===== src/rtl/adc_apb_sequencer.sv =====
// adc_apb_sequencer: APB initiator that runs PLL/AMUX/trigger writes, polls ADC status and reads the measurement (ADC_SEQ_TIMEOUT_EN enables the status-poll timeout)
module adc_apb_sequencer #(
  parameter int ADDR_WIDTH = 12,
  parameter int DATA_WIDTH = 32,
  parameter int POLL_LIMIT = 1023
) (
  input  logic                  PCLK,
  input  logic                  PRESET,
  input  logic                  start,
  input  logic [DATA_WIDTH-1:0] pll_cfg,
  input  logic [DATA_WIDTH-1:0] amux_sel,
  output logic                  busy,
  output logic [DATA_WIDTH-1:0] result,
  output logic                  result_valid,
  output logic                  error,
  output logic [1:0]            err_code,
  output logic                  PSEL,
  output logic                  PENABLE,
  output logic                  PWRITE,
  output logic [ADDR_WIDTH-1:0] PADDR,
  output logic [DATA_WIDTH-1:0] PWDATA,
  input  logic [DATA_WIDTH-1:0] PRDATA,
  input  logic                  PREADY,
  input  logic                  PSLVERR
);
  typedef enum logic [2:0] {S_IDLE, S_WR_PLL, S_WR_AMUX, S_WR_TRIG, S_RD_STATUS, S_RD_MEAS} seq_t;
  typedef enum logic [1:0] {P_SETUP, P_ACCESS, P_GAP} phase_t;
  localparam logic [ADDR_WIDTH-1:0] A_PLL    = ADDR_WIDTH'('h100);
  localparam logic [ADDR_WIDTH-1:0] A_AMUX   = ADDR_WIDTH'('h101);
  localparam logic [ADDR_WIDTH-1:0] A_TRIG   = ADDR_WIDTH'('h102);
  localparam logic [ADDR_WIDTH-1:0] A_STATUS = ADDR_WIDTH'('h001);
  localparam logic [ADDR_WIDTH-1:0] A_MEAS   = ADDR_WIDTH'('h002);
  seq_t                  seq, seq_nx;
  phase_t                ph, ph_nx;
  logic [DATA_WIDTH-1:0] pll_q, amux_q, pll_nx, amux_nx, result_nx;
  logic                  rv_nx, err_nx;
  logic [1:0]            code_nx;
  logic                  xfer_done, poll_timeout;
  if (POLL_LIMIT < 1) begin : g_bad_poll_limit
    $error("POLL_LIMIT must be at least 1");
  end
  assign busy      = seq != S_IDLE;
  assign PSEL      = busy && ph != P_GAP;
  assign PENABLE   = busy && ph == P_ACCESS;
  assign xfer_done = PENABLE && PREADY;
`ifdef ADC_SEQ_TIMEOUT_EN
  localparam int CW = ($clog2(POLL_LIMIT + 1) > 10) ? $clog2(POLL_LIMIT + 1) : 10;
  logic [CW-1:0] poll_cnt;
  // count not-done status reads; restart when polling begins after the trigger write
  always_ff @(posedge PCLK or posedge PRESET)
    if (PRESET) poll_cnt <= '0;
    else if (seq == S_WR_TRIG && xfer_done) poll_cnt <= '0;
    else if (seq == S_RD_STATUS && xfer_done && !PRDATA[0]) poll_cnt <= poll_cnt + 1'b1;
  assign poll_timeout = poll_cnt >= CW'(POLL_LIMIT - 1);
`else
  assign poll_timeout = 1'b0;
`endif
  // transfer attributes follow the sequence step; the GAP cycle already shows the next step with PSEL low
  always_comb begin
    PWRITE = seq inside {S_WR_PLL, S_WR_AMUX, S_WR_TRIG};
    PADDR  = seq == S_WR_PLL    ? A_PLL    :
             seq == S_WR_AMUX   ? A_AMUX   :
             seq == S_WR_TRIG   ? A_TRIG   :
             seq == S_RD_STATUS ? A_STATUS :
             seq == S_RD_MEAS   ? A_MEAS   : '0;
    PWDATA = seq == S_WR_PLL  ? pll_q  :
             seq == S_WR_AMUX ? amux_q :
             seq == S_WR_TRIG ? DATA_WIDTH'(1) : '0;
  end
  // sequence and APB phase next-state, result capture and strobes
  always_comb begin
    seq_nx    = seq;
    ph_nx     = ph;
    pll_nx    = pll_q;
    amux_nx   = amux_q;
    result_nx = result;
    rv_nx     = 1'b0;
    err_nx    = 1'b0;
    code_nx   = err_code;
    if (seq == S_IDLE) begin
      if (start) begin
        seq_nx  = S_WR_PLL;
        ph_nx   = P_SETUP;
        pll_nx  = pll_cfg;
        amux_nx = amux_sel;
        code_nx = 2'b00;
      end
    end else if (ph == P_SETUP) begin
      ph_nx = P_ACCESS;
    end else if (ph == P_GAP) begin
      ph_nx = P_SETUP;
    end else if (PREADY) begin
      ph_nx = P_GAP;
      if (PSLVERR) begin
        seq_nx  = S_IDLE;
        err_nx  = 1'b1;
        code_nx = 2'b01;
      end else if (seq == S_RD_MEAS) begin
        seq_nx    = S_IDLE;
        result_nx = PRDATA;
        rv_nx     = 1'b1;
      end else if (seq == S_RD_STATUS) begin
        if (PRDATA[0]) seq_nx = S_RD_MEAS;
        else if (poll_timeout) begin
          seq_nx  = S_IDLE;
          err_nx  = 1'b1;
          code_nx = 2'b10;
        end
      end else begin
        seq_nx = seq == S_WR_PLL ? S_WR_AMUX : seq == S_WR_AMUX ? S_WR_TRIG : S_RD_STATUS;
      end
    end
  end
  // state and output registers
  always_ff @(posedge PCLK or posedge PRESET)
    if (PRESET) begin
      seq          <= S_IDLE;
      ph           <= P_SETUP;
      pll_q        <= '0;
      amux_q       <= '0;
      result       <= '0;
      result_valid <= 1'b0;
      error        <= 1'b0;
      err_code     <= 2'b00;
    end else begin
      seq          <= seq_nx;
      ph           <= ph_nx;
      pll_q        <= pll_nx;
      amux_q       <= amux_nx;
      result       <= result_nx;
      result_valid <= rv_nx;
      error        <= err_nx;
      err_code     <= code_nx;
    end
endmodule


===== config.mk =====
export PLATFORM = sky130hd
export DESIGN_NAME = adc_apb_sequencer
export DESIGN_NICKNAME = d
export VERILOG_FILES = /design/src/rtl/adc_apb_sequencer.sv
export SDC_FILE = /design/constraint.sdc
export NUM_CORES = 1
export LEC_CHECK = 0
export BUFFER_PORTS_ARGS = -buffer_cell sky130_fd_sc_hd__buf_4
export CORE_MARGIN = 5
export CORE_UTILIZATION = 43
export DETAILED_ROUTE_END_ITERATION = 8
export GPL_ROUTABILITY_DRIVEN = 0
export PLACE_DENSITY = 0.76
export SLEW_MARGIN = 40
export SYNTH_ARGS = -nofsm -noshare
export SYNTH_HDL_FRONTEND = slang
export SYNTH_SLANG_ARGS = --single-unit

===== constraint.sdc =====
create_clock -name PCLK -period 3.2 [get_ports PCLK]
set_clock_uncertainty 0.2 [all_clocks]
set_input_delay 0.32 -clock PCLK [delete_from_list [all_inputs] [get_ports PCLK]]
set_output_delay 0.32 -clock PCLK [all_outputs]
set_load 0.005 [all_outputs]

Yosys cells after proc, flatten, opt, wreduce, memory -nomap -nowiden

Index checks and enable logic that the tools add are counted.

Logic and storage cells: 78
Bits in registers: 105
Output and inout port bits: 84
Bits of input ports: 101

Bitwise operators: 4
Reductions and logical operators: 14
Equal/unequal tests: 12
Muxes and demuxes: 40

Operators by type and width:

| cell                                                                    | number |
|---|---|
| 32-bit 2-to-1 mux                                                       | 2 |
| 3-bit 2-to-1 mux                                                        | 11 |
| 9-bit 2-to-1 mux                                                        | 3 |
| 2-bit 2-to-1 mux                                                        | 12 |
| 1-bit 2-to-1 mux                                                        | 12 |
| 5-bit AND reduction                                                     | 2 |
| 2-bit inequality test, second input constant                            | 4 |
| 3-bit by 2-bit equality test with 1-bit output, second input constant   | 2 |
| 3-bit equality test, second input constant                              | 2 |
| 6-bit AND reduction                                                     | 1 |
| 3-bit nonzero test                                                      | 2 |
| 5-bit by 3-bit inequality test with 1-bit output, second input constant | 1 |
| 1-bit NOT                                                               | 4 |
| 2-bit AND reduction                                                     | 2 |
| 2-bit nonzero test                                                      | 2 |
| 4-bit nonzero test                                                      | 1 |
| 3-bit by 1-bit equality test with 1-bit output, second input constant   | 1 |
| 3-bit zero test                                                         | 1 |
| 2-bit by 1-bit equality test with 1-bit output, second input constant   | 1 |
| 2-bit equality test, second input constant                              | 1 |
| 1-bit logical AND                                                       | 2 |
| 2-bit zero test                                                         | 1 |

Longest topological paths before layout

Depth in word-level cells: 10
Mapped depth: 5
Mapped depth without buffers: 5

Least setup slack after synthesis

No wires, ideal clock.

Path kind: register to register
From: register seq[0]
To: register amux_q[10]
Buffers on the path: 2
Data required time: 2.875 ns
Cell stages (with the launch flop): 6
Library setup time: 0.125 ns
Arrival: 1.512 ns
Period minus slack after synthesis: 1.837 ns
Path slack: 1.363 ns
Cell sequence: dfrtp_1 -> nor3_2 -> and2_1 -> buf_2 -> buf_4 -> mux2_2

Word-level cells in the longest chain between the ends: 2

RTL lines:

| element                       | line | RTL |
|---|---|---|
| start: declaration            | 33   | `seq_t seq, seq_nx;` |
| start signal: assignment      | 126  | `seq <= seq_nx;` |
| 3-bit zero test               | 80   | `if (seq == S_IDLE) begin` |
| 2-bit AND reduction (no line) | -    |  |
| end signal: assignment        | 129  | `amux_q <= amux_nx;` |
| end: declaration              | 35   | `logic [DATA_WIDTH-1:0] pll_q, amux_q, pll_nx, amux_nx, result_nx;` |

No other way between the ends.
A chain may end at the register's enable or synchronous reset.

Worst setup path in the final report

From: register seq[0]
To: output PWDATA[6]

Word-level cells in the longest chain between the ends: 3
Elaborated cells on any way between the ends: 4
Classes of those cells: 2 x eq/ne; 2 x mux

RTL lines:

| element                                        | line | RTL |
|---|---|---|
| 3-bit by 2-bit equality test with 1-bit output | 67   | `seq == S_WR_AMUX ? amux_q :` |
| 32-bit 2-to-1 mux                              | 67   |  |
| 32-bit 2-to-1 mux *                            | 66   | `PWDATA = seq == S_WR_PLL ? pll_q :` |
| end: declaration                               | 21   | `output logic [DATA_WIDTH-1:0] PWDATA,` |

Mark *: on every way between the ends. The rest lies on a longest branch, timed or not.

==> flow_metrics.py <==
metrics = {
    "power_and_ir_drop": {
        "p_comb_frac": 0.451,
        "pwr-share-seq": 0.416,
        "power.density_nw_per_um2": 795,
        "power_switching_share": 0.317,
        "internal_power_mw": 3.76,
        "clockPowerShare": 0.133,
        "p_switching_mw": 1.74,
        "ir_drop_uv": 358,
        "leakagePower_nw": 3.34,
    },
    "worst_setup_path": {
        "worst_r2r_path_depth": 4,
        "r2r_end": "pll_q[31]$_DFFE_PP0P_",
        "crit_type": "flop to output port",
        "rr_startpoint": "seq[2]$_DFFE_PP0P_",
        "start_kind": "flop",
        "cp-end-kind": "output port",
        "critPathRequiredTime_ns": 2.68,
        "worstPathArrival_ns": 1.87,
        "crit_fanout": 17,
        "reg2reg_slack_ns": 0.95,
    },
    "clock_network": {
        "cts_tree": "built",
        "postCtsSetupBuffers": 0,
        "cts_buffer_depth": 2,
        "ctsResizeCount": 0,
        "clk_pin_slew_ns": 0.10,
        "ctsHtreeMaxLevel": 3,
        "cts_sinks": 104,
        "clock_latency_ns": 0.35,
        "cts_root_buffer": "clkbuf_8",
        "cts_buffers": 9,
    },
    "floorplan": {
        "start_util": 0.434,
        "fp.dieH_um": 111,
        "rows": 37,
        "io_pins": 185,
        "dieArea_um2": 12400,
        "die_x_um": 111,
        "core_um2": 10200,
    },
    "yosys": {
        "synth-seq-area-share": 0.588,
        "synthDominantCellAreaShare": 0.588,
        "netlist_instances": 308,
        "synth-edff-count": 0,
        "synth.distinct_cells": 28,
        "synth_commonest_cells": "dfrtp_1, mux2_2, a22o_1",
        "syn_area_um2": 4420,
        "async_flop_share": 1.00,
        "netlist_top_cells_area": "dfrtp_1, mux2_2, a22o_1",
        "yosys_warnings": 0,
        "yosysMostFrequentCell": "dfrtp_1",
        "ys_seq_elements": 104,
        "post-synth-top-area-cell": "dfrtp_1",
        "synth-main-ff-cell": "dfrtp_1",
        "syn_avg_cell_area_um2": 14.4,
    },
    "global_routing": {
        "gr-total-overflow": 0,
        "antenna_found_initial": 0,
        "grt_max_degree": 55,
        "grt_pass1_wl_um": 19500,
        "track_usage": 0.193,
        "grt_pass1_vias": 3874,
    },
    "final_layout": {
        "nets": 676,
        "antenna-diode-count": 0,
        "drive_above_1_share": 0.508,
        "seqCellArea_um2": 2600,
        "utilization": 0.680,
        "multi_input_area_um2": 1660,
        "fill_cells": 710,
        "synthToLayoutAreaGrowth_pct": 56.5,
    },
    "routing": {
        "route.detailed.drc": 0,
        "drt_wl_total_um": 11800,
        "final_antenna_net_count": 0,
        "viasPerCell": 4.82,
        "num_vias": 3446,
        "drt_iter0_drc": 127,
        "drt-pass1-iter-count": 4,
        "wl_per_cell_um": 16.5,
    },
    "worst_hold_path": {
        "whs_endpoint": "amux_q[22]$_DFFE_PP0P_",
        "min_from": "amux_sel[22]",
        "whs_path_depth": 2,
        "min_path_type": "primary input to flop",
    },
    "timing": {
        "worst_pin_slew_ns": 0.672,
        "slew_viol_final": 0,
        "setup_violations": 0,
        "rsz0062_at_grt": "no",
        "min_period_over_period": 0.748,
        "hold_viol_final": 0,
        "finalSetupTns_ns": 0,
        "relSlewSlack": 0.552,
        "period_minus_slack_ns": 2.39,
        "max_freq_ghz": 0.418,
    },
    "flow_run": {
        "drv_cap": 0,
    },
    "placement": {
        "portBuffers": 174,
        "dp_hpwl_um": 7560,
    },
    "run_status": {
        "status": "finished clean",
    },
}
## area by class of cell
cell class / count / area share
clock buffer: 11 / 0.0204
tap: 136 / 0.0246
sequential: 104 / 0.376
clock inverter: 4 / 0.00452
multi-input combinational: 181 / 0.239
inverter: 3 / 0.00217
timing repair buffer: 276 / 0.333
## through the flow
stage / area, µm² / hold slack [ns] / total power, mW / setup WS, ns / instances
after floorplan: 4460 / 0.253 / 3.55 / 1.36 / 317
after global placement: 5820 / 0.268 / 4.62 / 1.04 / 607
after detailed placement: 5820 / 0.279 / 4.71 / 0.964 / 607
after CTS: 6920 / 0.000264 / 5.54 / 0.787 / 715
after global routing: 6920 / 0.00512 / 5.89 / 0.637 / 715
final: 6920 / 0.0138 / 5.50 / 0.807 / 715
## cell usage in the layout (no fill, tap or decap), types with 2 or more instances in the layout
cell type,instances
nand2b_1,2
mux2_1,5
dfrtp_1,104
nor2_1,12
a22o_1,32
nor3_1,2
nand2_1,4
inv_1,2
o21ai_0,5
dlygate4sd3_1,93
conb_1,10
buf_4,183
and2_1,2
a21oi_1,3
clkinvlp_4,4
mux2_2,91
clkbuf_8,10
## worst max-delay path by stage
stage / slack (ns) / to / startpoint
2_1_floorplan: 1.36 / amux_q[10]$_DFFE_PP0P_ / seq[0]$_DFFE_PP0P_
3_3_place_gp: 1.04 / amux_q[24]$_DFFE_PP0P_ / seq[2]$_DFFE_PP0P_
3_5_place_dp: 0.96 / pll_q[31]$_DFFE_PP0P_ / seq[2]$_DFFE_PP0P_
4_1_cts: 0.79 / PWDATA[23] / seq[0]$_DFFE_PP0P_
5_1_grt: 0.64 / PWDATA[23] / seq[0]$_DFFE_PP0P_
6_report: 0.81 / PWDATA[6] / seq[0]$_DFFE_PP0P_
## layer usage
metal | up-vias | share of wire | track usage
met5 | - | 0 | 0
met2 | 139 | 0.49 | 0.323
met3 | 20 | 0.091 | 0.0728
met4 | 0 | 0.020 | 0.0649
li1 | 1612 | - | -
met1 | 1675 | 0.40 | 0.228
## cell families after synthesis
group / Yosys count / share of synthesized area
other: 1 / 0.000848
buffers and inverters: 32 / 0.0467
multiplexers: 96 / 0.244
AO/OA/AOI/OAI: 43 / 0.0784
AND/OR/NAND/NOR: 31 / 0.0393
flip-flops: 104 / 0.588
XOR/XNOR: 1 / 0.00198
## repair_timing
item / 4_1_cts / 5_1_grt
hold endpoints to repair: 167 / 0
hold buffers: 93 / 0
setup endpoints to repair: 0 / 0
## power by group through the flow
stage	logic (mW)	clock network [mW]	registers, mW
after floorplan	1.36	0	2.19
after global placement	2.35	0	2.27
after detailed placement	2.40	0	2.30
after CTS	2.50	0.761	2.28
after global routing	2.70	0.812	2.37
final	2.48	0.733	2.29
## sequential cells by signal, summed over array words and instances (netlist names)
register / count
amux_q: 32
pll_q: 32
result: 32
seq: 3
ph: 2
err_code: 1
error: 1
result_valid: 1
## worst max-delay path, stage by stage, from the launching register on
cell      delay (ns)
dfrtp_1         0.61
nand2b_1        0.21
nor2_2          0.15
buf_4           0.26
a22o_1          0.18
buf_4           0.11
(Power assumes the default switching activity.)
